### src/rtl/diffeq_mul_sched.sv
// rtl/diffeq_mul_sched.sv - diffeq loop scheduler sharing one external multiplier
// Optional iteration limit: define DIFFEQ_ITER_LIMIT_EN.
module diffeq_mul_sched #(
    parameter int WIDTH    = 16,
    parameter int FRAC     = 0,
    parameter int ITER_W   = 8,
    parameter int MAX_ITER = 200
) (
    input  logic                 clk,
    input  logic                 reset_n,
    input  logic                 start,
    input  logic [WIDTH-1:0]     x_in,
    input  logic [WIDTH-1:0]     dx_in,
    input  logic [WIDTH-1:0]     u_in,
    input  logic [WIDTH-1:0]     y_in,
    input  logic [WIDTH-1:0]     a_in,
    output logic                 mul_req,
    output logic [WIDTH-1:0]     mul_a,
    output logic [WIDTH-1:0]     mul_b,
    input  logic                 mul_ack,
    input  logic [2*WIDTH-1:0]   mul_p,
    output logic                 busy,
    output logic                 done,
    output logic [WIDTH-1:0]     x_out,
    output logic [WIDTH-1:0]     y_out,
    output logic [WIDTH-1:0]     u_out,
    output logic [ITER_W-1:0]    iter_count,
    output logic                 err
);

    typedef enum logic [2:0] {
        S_IDLE   = 3'd0,
        S_MUL0   = 3'd1,
        S_MUL1   = 3'd2,
        S_MUL2   = 3'd3,
        S_UPDATE = 3'd4,
        S_DONE   = 3'd5
    } state_t;

    state_t state, next_state;

    logic signed [WIDTH-1:0] x_r, dx_r, u_r, y_r, a_r;
    logic signed [WIDTH-1:0] p0, p1, p2;
    logic        [ITER_W-1:0] iter_r;

    logic signed [WIDTH-1:0] prod;
    logic signed [WIDTH-1:0] x_next, u_next, y_next;
    logic        [ITER_W-1:0] iter_next;
    logic                    loop_more;
    logic                    limit_hit;
    logic                    unused_mul_p;

    assign prod         = mul_p[FRAC+WIDTH-1:FRAC];
    assign unused_mul_p = ^mul_p;

    // 3*v is formed as (v<<1)+v; everything wraps modulo 2^WIDTH.
    assign x_next    = x_r + dx_r;
    assign y_next    = y_r + p0;
    assign u_next    = u_r - ((p1 <<< 1) + p1) - ((p2 <<< 1) + p2);
    assign iter_next = iter_r + 1'b1;
    assign loop_more = x_next < a_r;

`ifdef DIFFEQ_ITER_LIMIT_EN
    logic err_r;
    assign limit_hit = (iter_next == ITER_W'(MAX_ITER));
    assign err       = err_r;
`else
    localparam int unused_max_iter = MAX_ITER;
    assign limit_hit = 1'b0;
    assign err       = 1'b0;
`endif

    always_ff @(posedge clk or negedge reset_n) begin
        if (!reset_n)
            state <= S_IDLE;
        else
            state <= next_state;
    end

    always_comb begin
        next_state = state;
        mul_req    = 1'b0;
        mul_a      = '0;
        mul_b      = '0;
        busy       = 1'b1;
        done       = 1'b0;
        case (state)
            S_IDLE: begin
                busy = 1'b0;
                if (start)
                    next_state = ($signed(x_in) < $signed(a_in)) ? S_MUL0 : S_DONE;
            end
            S_MUL0: begin
                mul_req = 1'b1;
                mul_a   = u_r;
                mul_b   = dx_r;
                if (mul_ack) next_state = S_MUL1;
            end
            S_MUL1: begin
                mul_req = 1'b1;
                mul_a   = x_r;
                mul_b   = p0;
                if (mul_ack) next_state = S_MUL2;
            end
            S_MUL2: begin
                mul_req = 1'b1;
                mul_a   = y_r;
                mul_b   = dx_r;
                if (mul_ack) next_state = S_UPDATE;
            end
            S_UPDATE: begin
                next_state = (loop_more && !limit_hit) ? S_MUL0 : S_DONE;
            end
            S_DONE: begin
                done       = 1'b1;
                next_state = S_IDLE;
            end
            default: next_state = S_IDLE;
        endcase
    end

    always_ff @(posedge clk or negedge reset_n) begin
        if (!reset_n) begin
            x_r    <= '0;
            dx_r   <= '0;
            u_r    <= '0;
            y_r    <= '0;
            a_r    <= '0;
            p0     <= '0;
            p1     <= '0;
            p2     <= '0;
            iter_r <= '0;
`ifdef DIFFEQ_ITER_LIMIT_EN
            err_r  <= 1'b0;
`endif
        end else begin
            case (state)
                S_IDLE: begin
                    if (start) begin
                        x_r    <= x_in;
                        dx_r   <= dx_in;
                        u_r    <= u_in;
                        y_r    <= y_in;
                        a_r    <= a_in;
                        iter_r <= '0;
`ifdef DIFFEQ_ITER_LIMIT_EN
                        err_r  <= 1'b0;
`endif
                    end
                end
                S_MUL0: if (mul_ack) p0 <= prod;
                S_MUL1: if (mul_ack) p1 <= prod;
                S_MUL2: if (mul_ack) p2 <= prod;
                S_UPDATE: begin
                    x_r    <= x_next;
                    y_r    <= y_next;
                    u_r    <= u_next;
                    iter_r <= iter_next;
`ifdef DIFFEQ_ITER_LIMIT_EN
                    if (loop_more && limit_hit) err_r <= 1'b1;
`endif
                end
                default: ;
            endcase
        end
    end

    assign x_out      = x_r;
    assign y_out      = y_r;
    assign u_out      = u_r;
    assign iter_count = iter_r;

endmodule

### config.mk
export PLATFORM = sky130hd
export DESIGN_NAME = diffeq_mul_sched
export DESIGN_NICKNAME = d
export VERILOG_FILES = /design/src/rtl/diffeq_mul_sched.sv
export SDC_FILE = /design/constraint.sdc
export NUM_CORES = 1
export LEC_CHECK = 0
export BUFFER_PORTS_ARGS = -buffer_cell sky130_fd_sc_hd__buf_2
export CORE_MARGIN = 2
export CORE_UTILIZATION = 60
export DETAILED_ROUTE_END_ITERATION = 6
export GPL_ROUTABILITY_DRIVEN = 0
export PLACE_DENSITY = 0.86
export SLEW_MARGIN = 20
export SYNTH_ARGS = -nofsm -noshare
export SYNTH_HDL_FRONTEND = slang
export SYNTH_SLANG_ARGS = --single-unit
### constraint.sdc
create_clock -name clk -period 6.9 [get_ports clk]
set_input_delay 0 -clock clk [delete_from_list [all_inputs] [get_ports clk]]
set_output_delay 0 -clock clk [all_outputs]
set_load 0.03 [all_outputs]
==> results of run 1 <==
## per-stage QoR
stage | area [um2] | setup slack (ns)
finish | 12720 | 2.544
detailed placement | 11080 | 2.713
global route | 12720 | 2.345
global placement | 11080 | 2.779
floorplan | 9926 | 3.039
CTS | 12710 | 2.671
## Yosys cell counts, types with 14 or more instances
master      n
a22oi_1    45
a21o_1     25
o21ai_0    99
nand2_1   138
mux2_2     43
ha_1       80
nor3_1     14
inv_1     109
nand3_1    14
clkbuf_1   36
a21oi_1    32
nor2b_1    14
nor2_1     50
dfrtp_1   139
a22o_1     18
xnor2_1    32
fa_1       44
## routing by layer
layer | part of all wire | vias to the layer above | track usage | routed length, um
li1 | - | 4240 | - | -
met1 | 0.37 | 4548 | 0.4322 | 11480
met2 | 0.48 | 586 | 0.5993 | 14960
met3 | 0.082 | 155 | 0.06743 | 2531
met4 | 0.063 | 0 | 0.2276 | 1935
met5 | 0 | - | 0 | 0
## sequential cells by signal, summed over array words and instances (netlist names), 16 cells and up
| signal | flops |
|---|---|
| a_r | 16 |
| dx_r | 16 |
| p0 | 16 |
| p1 | 16 |
| p2 | 16 |
| u_out | 16 |
| x_out | 16 |
| y_out | 16 |
## worst max-delay path: cells and delay by family, from the launching register on
kind                       cells  cell delay [ns]
xor gates and xnor gates       1             0.14
AOI/OAI and AO/OA             11             2.54
DFF                            1             0.42
and+or+nand+nor                1             0.20
adders and majority gates      3             0.95
## area by class of cell
type,count,area [um2],share of cell area
diodes,2,5.005,0.0003935
clock buffers,18,439.2,0.03453
clock inverters,14,217.7,0.01712
inverters,109,409.1,0.03217
multi-input cells,766,5866,0.4612
flip-flops and latches,139,3478,0.2735
well taps,220,275.3,0.02164
repair buffers,300,2028,0.1595
## cell usage in the layout (no fill, tap or decap), drive strengths merged, types with 4 or more instances in the layout
| cell | instances |
|---|---|
| buf | 202 |
| dfrtp | 139 |
| nand2 | 138 |
| inv | 110 |
| o21ai | 100 |
| dlygate4sd3 | 98 |
| ha | 80 |
| nor2 | 50 |
| a22oi | 45 |
| fa | 44 |
| mux2 | 43 |
| a21oi | 33 |
| xnor2 | 32 |
| a21o | 25 |
| a22o | 18 |
| clkbuf | 18 |
| nor2b | 14 |
| nor3 | 14 |
| nand3 | 14 |
| a221oi | 11 |
| xor2 | 11 |
| a211oi | 9 |
| nand2b | 8 |
| mux2i | 8 |
| a31oi | 6 |
| and2 | 6 |
| o21a | 5 |
| nand4 | 5 |
| a2111oi | 5 |
| bufinv | 5 |
| clkinv | 5 |
| a221o | 4 |
| o211ai | 4 |
| a41oi | 4 |
## logic make-up after synthesis
family	count (synthesis)	synth area share
AOI/OAI and AO/OA	287	0.1919
and+or+nand+nor	260	0.1133
muxes	51	0.05685
xor gates and xnor gates	43	0.03794
DFF	139	0.3504
other	1	0.0003778
adders and majority gates	124	0.1896
buffers and inverters	156	0.05962
## repair_timing
item,CTS,global route
setup buffers,0,0
hold buffers,98,0
hold endpoints to repair,218,0
## how the worst min path moves through the flow
stage             from         to  slack (ns)  cells past startpoint
2_1_floorplan  reset_n     a_r[0]       -0.30                      0
3_3_place_gp   reset_n  x_out[12]        0.12                      1
3_5_place_dp   reset_n  x_out[12]        0.11                      1
4_1_cts          start   dx_r[12]        0.16                      4
5_1_grt          start    dx_r[9]        0.22                      4
6_report         start   dx_r[13]        0.19                      4
==> run_results.csv, run 1 <==
group,metric,value,unit
critical_path,regToRegStartpoint,"x_out[0]",
run,cap_viol_max_count,0,
layout,fin_util,0.7780,
placement,place.detailed.hpwl,20150,um
clock_tree,clock_transition_at_the_registers_of_the_reported_paths,0.06,ns
yosys,count_of_flip_flops_with_a_built_in_enable_after_synthesis,0,
global_routing,first_pass_grt_wire_length,49310,um
global_routing,grt_pass1_vias,9688,
routing,dr_total_vias,9529,
critical_path,crit_path_cell_trace,"ha_1, fa_1, a21o_1, a21oi_1, o211ai_1, o311ai_1, a221oi_1, nor2_1, xnor2_1, ha_1, a21oi_1, o21ai_0, a21o_1, a211oi_1, a221oi_1, a211o_1",
critical_path,worst-r2r-setup-slack,2.54,ns
routing,routed_wirelength,30910,um
layout,share_of_layout_cells_above_drive_strength_1,0.2125,
yosys,netlist_instances,1061,
yosys,synth.ff_latch_count,139,
floorplanning,initial_utilization,0.6071,
timing,finalCriticalPeriod,4.356,ns
floorplanning,fp.dieArea,17590,um2
hold_path,worstHoldPathType,"input port to flop",
yosys,yosysTopAreaCellShare,0.3504,
timing,timing.clock.skew,0.01071,ns
layout,layoutNonFillerInstCount,1568,
floorplanning,coreArea,16350,um2
timing,rsz_0062_raised_after_global_routing,"no",
global_routing,gr-total-overflow,0,
critical_path,depth_of_the_worst_register_to_register_path,16,
routing,dr.pass1.iters,5,
yosys,synthesis.area,9926,um2
critical_path,worst_setup_path_start_kind,"flop",
floorplanning,design.portCount,208,
timing,final.hold.worst_slack,0.1936,ns
clock_tree,cts_max_level,4,
yosys,synth_area_leaders,"dfrtp_1 (35%), ha_1 (10%), fa_1 (8.9%)",
floorplanning,fp-row-count,47,
timing,slew_violations,0,
placement,io_buffers,190,
yosys,synth-warning-count,0,
yosys,netlist.top_cell.by_area,"dfrtp_1",
critical_path,timing.critical_path.slowest_stage_cell,"o311ai_1",
critical_path,cp-endpoint,"state[2]",
timing,fin_tns_setup,0,ns
yosys,asyncSetResetFlopFracSynth,1.000,
critical_path,worst-path-max-fanout,4,
outcome,status,"finished, final reports clean",
layout,area_delta_synth_final,28.14,%
routing,detail-route-antenna-nets,0,
clock_tree,tritoncts,"done",
yosys,ys_types,57,
timing,fmax,229.6,MHz
timing,setup_violators_final,0,
global_routing,track_usage,0.3601,
clock_tree,ctsRootBufferMaster,"clkbuf_16",
floorplanning,die_y,132.6,um
placement,post_place_cells,1436,
routing,detail_route.wl_per_cell,19.71,um
yosys,postSynthNetCount,1301,
critical_path,critPathLaunch,"x_out[0]",
timing,max_slew.worst_pin.slew,1.055,ns
critical_path,crit_path_end_kind,"flop",
timing,slew_headroom,0.2946,
critical_path,cp.required,7.21,ns
routing,routed_via_density,6.077,
routing,drcViolationCount,0,
layout,finish.net_count,1573,
critical_path,regToRegEndpoint,"state[2]",
yosys,synth_ff_type,"dfrtp_1",
routing,detail_route.iter0.violations,879,
yosys,postSynthAreaPerCell,9.355,um2
layout,n_fill_cell,1037,
critical_path,timing.critical_path.slowest_cell_delay,0.55,ns
floorplanning,die_w,132.6,um
global_routing,initial_antenna_violation_count,2,
yosys,synth_sequential_area_ratio,0.3504,
critical_path,arrival,4.67,ns
clock_tree,clkLatencyLatePin,0.43,ns
timing,finalHoldViolCount,0,
timing,post-route-period-util,0.6313,
clock_tree,cts_buffers,17,
clock_tree,cts.path.max_buffers,2,
critical_path,critical_path_start_end_classification,"flop to flop",
clock_tree,clock-sinks,139,
global_routing,grt_max_degree,90,
clock_tree,cts_resized,0,
Power of run 1 is not shown: default switching activity piles up to over one toggle a cycle in this logic, so the estimate is an artifact.
==> run 2, diff against run 1 <==
CORE_UTILIZATION = 56   (was 60)
PLACE_DENSITY = 0.81   (was 0.86)
clock period = 4.47 ns   (was 6.9 ns; I/O delays follow)
==> run 2 against run 1 <==
Effect of this change: via count down 2.4%; clock skew down 0.0040 ns; cell count about the same; non-clock buffer count up 1; critical path depth down 2.
==> run_results.csv, run 2 (synthesized netlist as in run 1, its figures left out) <==
group,metric,value,unit
layout,share_of_layout_cells_above_drive_strength_1,0.2121,
critical_path,regToRegStartpoint,"p2[7]",
global_routing,grt_max_degree,95,
clock_tree,cts.path.max_buffers,2,
floorplanning,initial_utilization,0.5739,
timing,slew_headroom,0.2850,
critical_path,critical_path_start_end_classification,"flop to flop",
routing,routed_wirelength,29790,um
floorplanning,fp.dieArea,18810,um2
hold_path,hold_path_startpoint,"start",
critical_path,regToRegEndpoint,"u_out[12]",
clock_tree,clock-sinks,139,
timing,finalHoldViolCount,0,
routing,detail-route-antenna-nets,0,
clock_tree,cts_buffers,17,
critical_path,worst-path-max-fanout,4,
global_routing,gr-total-overflow,0,
run,cap_viol_max_count,0,
timing,fmax,236.8,MHz
routing,detail_route.wl_per_cell,18.99,um
timing,fin_tns_setup,0,ns
critical_path,arrival,4.48,ns
routing,dr.pass1.iters,5,
timing,final.setup.worst_slack,0.2471,ns
timing,timing.clock.skew,0.006708,ns
layout,n_fill_cell,1241,
routing,dr_total_vias,9300,
clock_tree,clock_transition_at_the_registers_of_the_reported_paths,0.06,ns
clock_tree,tritoncts,"done",
global_routing,grt_pass1_vias,9212,
clock_tree,cts.repair_timing.setup_buffer_count,0,
critical_path,worst-r2r-setup-slack,0.25,ns
layout,ff_latch_area,3478,um2
critical_path,crit_path_end_kind,"flop",
timing,max_slew.worst_pin.slew,1.069,ns
layout,multi_input_area,5876,um2
clock_tree,ctsRootBufferMaster,"clkbuf_16",
outcome,status,"finished, final reports clean",
layout,finish.net_count,1574,
hold_path,worstHoldPathType,"input port to flop",
placement,io_buffers,190,
critical_path,timing.critical_path.slowest_stage_cell,"a2111oi_0",
layout,area_delta_synth_final,27.03,%
hold_path,hold_path_depth,4,
critical_path,timing.critical_path.slowest_cell_delay,0.60,ns
critical_path,crit_path_cell_trace,"inv_1, fa_1, fa_1, inv_1, fa_1, inv_1, ha_1, a21o_1, a21o_1, a2111oi_0, o311a_1, nor2_2, xnor2_1, o21ai_0",
routing,drcViolationCount,0,
global_routing,track_usage,0.3274,
clock_tree,clkLatencyLatePin,0.43,ns
timing,rsz_0062_raised_after_global_routing,"no",
clock_tree,cts_max_level,4,
timing,setup_violators_final,0,
floorplanning,design.portCount,208,
hold_path,endpoint_with_the_worst_hold_slack,"state[0]",
layout,antenna_cells,0,
timing,final.hold.worst_slack,0.1751,ns
layout,final_common_cell,"buf_2",
timing,finalCriticalPeriod,4.223,ns
routing,routed_via_density,5.927,
floorplanning,die_y,137.1,um
critical_path,cp.required,4.73,ns
global_routing,first_pass_grt_wire_length,46680,um
timing,post-route-period-util,0.9447,
floorplanning,fp-row-count,48,
layout,layout_common_cells,"buf_2 (189), dfrtp_1 (139), nand2_1 (138)",
placement,place.detailed.hpwl,20440,um
critical_path,depth_of_the_worst_register_to_register_path,14,
timing,slew_violations,0,
floorplanning,die_w,137.1,um
critical_path,worst_setup_path_start_kind,"flop",
placement,dp_slack,0.2662,ns
floorplanning,coreArea,17300,um2
routing,detail_route.iter0.violations,692,
global_routing,initial_antenna_violation_count,0,
-- run 2: changes by cell type in the layout (fill, tap and decap cells not counted), moves of 2 or more --
cell / previous run / this run
bufinv_16: 5 / 0
clkbuf_8: 1 / 4
clkinv_2: 2 / 4
clkinv_4: 3 / 1
diode_2: 2 / 0
-- run 2: layout make-up --
type,instances,share of cell area
repair buffers,301,0.1615
inverters,109,0.03245
multi-input cells,766,0.4660
clock buffers,22,0.03840
well taps,225,0.02233
clock inverters,7,0.003473
flip-flops and latches,139,0.2759
-- run 2: routing by layer --
layer / global-route usage / share of wire
met1: 0.4179 / 0.40
met2: 0.5456 / 0.49
met3: 0.06148 / 0.079
met4: 0.1397 / 0.037
met5: 0 / 0
-- run 2: timing repair --
item,4_1_cts,5_1_grt
setup endpoints to repair,0,4
hold buffers,98,0
hold endpoints to repair,223,0
resized for setup,0,3
-- run 2: worst max-delay path, delay by kind of cell, from the launching register on --
family | cells | cell delay [ns]
AO/OA/AOI/OAI | 5 | 1.39
XOR/XNOR | 1 | 0.17
adder cells (fa/ha/maj) | 4 | 1.83
buffers and inverters | 3 | 0.21
flip-flops | 1 | 0.37
AND/OR/NAND/NOR | 1 | 0.07
-- run 2: how the worst max path moves through the flow --
stage	from	to	slack [ns]	cells after the start
floorplan	p1[0]	u_out[14]	0.61	16
global placement	p1[0]	u_out[14]	0.38	16
detailed placement	p1[0]	u_out[14]	0.27	16
CTS	p1[0]	u_out[14]	0.25	16
global route	p1[0]	u_out[14]	0.05	16
finish	p2[7]	u_out[12]	0.25	14
-- run 2: through the flow --
step,cell area [um2],std cells,util
2_1_floorplan,9926,1061,-
3_3_place_gp,11090,1442,0.6411
3_5_place_dp,11090,1442,0.6411
4_1_cts,12600,1569,0.7284
5_1_grt,12610,1569,0.7290
6_report,12610,1569,0.7290
Power of run 2 is left out for the same reason.
==> run 3, diff against run 2 <==
CORE_UTILIZATION = 60   (was 56)
CTS_CLUSTER_DIAMETER = 200   (was unset)
PLACE_DENSITY = 0.86   (was 0.81)
clock period = 5.3 ns   (was 4.47 ns; I/O delays follow)
==> run 3 against run 2 <==
Effect of this change: first-iteration DRC count decreased by 1.4%; cell count fell by 0.19%; die area fell by 6.5%; final area rose by 0.86%; via count grew 1.3%; global-route usage is 2.6 points higher; critical path depth grew 2; worst setup slack gained 0.68 ns; critical endpoint is now u_out[14].
==> run_results.csv, run 3 (synthesized netlist as in run 1, its figures left out) <==
group,metric,value,unit
floorplanning,fp-row-count,47,
critical_path,regToRegStartpoint,"p1[0]",
floorplanning,design.portCount,208,
global_routing,first_pass_grt_wire_length,49110,um
timing,finalCriticalPeriod,4.372,ns
clock_tree,cts.repair_timing.setup_buffer_count,0,
clock_tree,cts.path.max_buffers,2,
clock_tree,ctsRootBufferMaster,"clkbuf_16",
routing,detail_route.iter0.violations,682,
timing,setup_violators_final,0,
routing,dr_total_vias,9419,
floorplanning,initial_utilization,0.6071,
routing,met3_wirelength,2235,um
routing,top_layer,"met4",
critical_path,crit_path_end_kind,"flop",
layout,area_delta_synth_final,28.12,%
floorplanning,die_w,132.6,um
global_routing,gr-total-overflow,0,
outcome,status,"finished, final reports clean",
timing,slew_violations,0,
clock_tree,cts_max_level,4,
timing,timing.clock.skew,0.01056,ns
routing,drcViolationCount,0,
layout,ff_latch_area,3478,um2
hold_path,worstHoldPathType,"input port to asynchronous set/reset pin",
critical_path,depth_of_the_worst_register_to_register_path,16,
routing,drt-met1-wl,11600,um
critical_path,cp.required,5.56,ns
timing,finalHoldViolCount,0,
routing,dr.pass1.iters,5,
routing,routed_via_density,6.015,
timing,post-route-period-util,0.8250,
routing,routed_wirelength,30000,um
routing,route.met2.wl,14650,um
layout,multi_input_area,5866,um2
floorplanning,coreArea,16350,um2
placement,io_buffers,190,
global_routing,track_usage,0.3536,
timing,rsz_0062_raised_after_global_routing,"no",
layout,layout_common_cells,"buf_2 (189), dfrtp_1 (139), nand2_1 (138)",
global_routing,grt_pass1_vias,9808,
critical_path,worst-r2r-setup-slack,0.93,ns
timing,fmax,228.7,MHz
timing,max_slew.worst_pin.slew,1.063,ns
layout,antenna_cells,0,
critical_path,arrival,4.64,ns
layout,n_fill_cell,1075,
critical_path,regToRegEndpoint,"u_out[14]",
critical_path,critical_path_start_end_classification,"flop to flop",
critical_path,worst_setup_path_start_kind,"flop",
run,cap_viol_max_count,0,
routing,detail-route-antenna-nets,0,
clock_tree,clock_transition_at_the_registers_of_the_reported_paths,0.06,ns
routing,detail_route.wl_per_cell,19.15,um
layout,finish.net_count,1573,
floorplanning,die_y,132.6,um
layout,final_common_cell,"buf_2",
placement,place.detailed.hpwl,20330,um
global_routing,initial_antenna_violation_count,0,
global_routing,grt_max_degree,95,
clock_tree,clock-sinks,139,
critical_path,worst-path-max-fanout,3,
placement,post_place_cells,1436,
layout,layoutNonFillerInstCount,1566,
timing,slew_headroom,0.2894,
clock_tree,clkLatencyLatePin,0.43,ns
clock_tree,tritoncts,"done",
layout,share_of_layout_cells_above_drive_strength_1,0.2117,
timing,fin_tns_setup,0,ns
clock_tree,cts_buffers,17,
floorplanning,fp.dieArea,17590,um2
## run 3: routing by layer
layer  vias up  global-route usage
met2       534              0.5947
met4         0              0.1852
li1       4240                   -
met3       121             0.06360
met5         -                   0
met1      4524              0.4368
## run 3: worst max-delay path by stage
stage               startpoint        end  slack (ns)
global placement         p1[0]  u_out[14]        1.16
finish                   p1[0]  u_out[14]        0.93
CTS                      p1[0]  u_out[14]        0.98
floorplan                p1[0]  u_out[14]        1.44
global route          x_out[0]   state[2]        0.68
detailed placement       p1[0]  u_out[14]        1.02
## run 3: stage by stage
| step | cell area, um2 | hold slack [ns] | utilization | setup slack [ns] |
|---|---|---|---|---|
| after floorplan | 9926 | -0.2956 | - | 1.439 |
| after CTS | 12720 | 0.1597 | 0.7779 | 0.9801 |
| final | 12720 | 0.1650 | 0.7779 | 0.9275 |
| after global routing | 12720 | 0.2218 | 0.7779 | 0.6760 |
| after global placement | 11080 | 0.08124 | 0.6775 | 1.161 |
| after detailed placement | 11080 | 0.08803 | 0.6775 | 1.018 |
## run 3: repair_timing
item | in CTS | in global routing
resized for setup | 0 | 0
hold buffers | 98 | 0
endpoints found under the hold margin | 206 | 0
## run 3: critical path, stage by stage, from the launching register on
cell      delay (ns)
dfrtp_1         0.35
inv_1           0.07
fa_1            0.53
inv_1           0.06
fa_1            0.53
inv_1           0.05
fa_1            0.53
inv_1           0.07
fa_1            0.43
nor2b_1         0.12
o21ai_0         0.15
and2_1          0.24
o311a_1         0.36
nor2_1          0.25
nor2b_1         0.11
a221oi_1        0.21
o21ai_0         0.15
## run 3: final cells by class
| cell class | count | area share |
|---|---|---|
| Multi-Input combinational cell | 766 | 0.4612 |
| Sequential cell | 139 | 0.2735 |
| Timing Repair Buffer | 300 | 0.1595 |
| Clock buffer | 21 | 0.03699 |
| Inverter | 109 | 0.03217 |
| Tap cell | 220 | 0.02165 |
| Clock inverter | 11 | 0.01495 |
Power of run 3 is left out for the same reason.
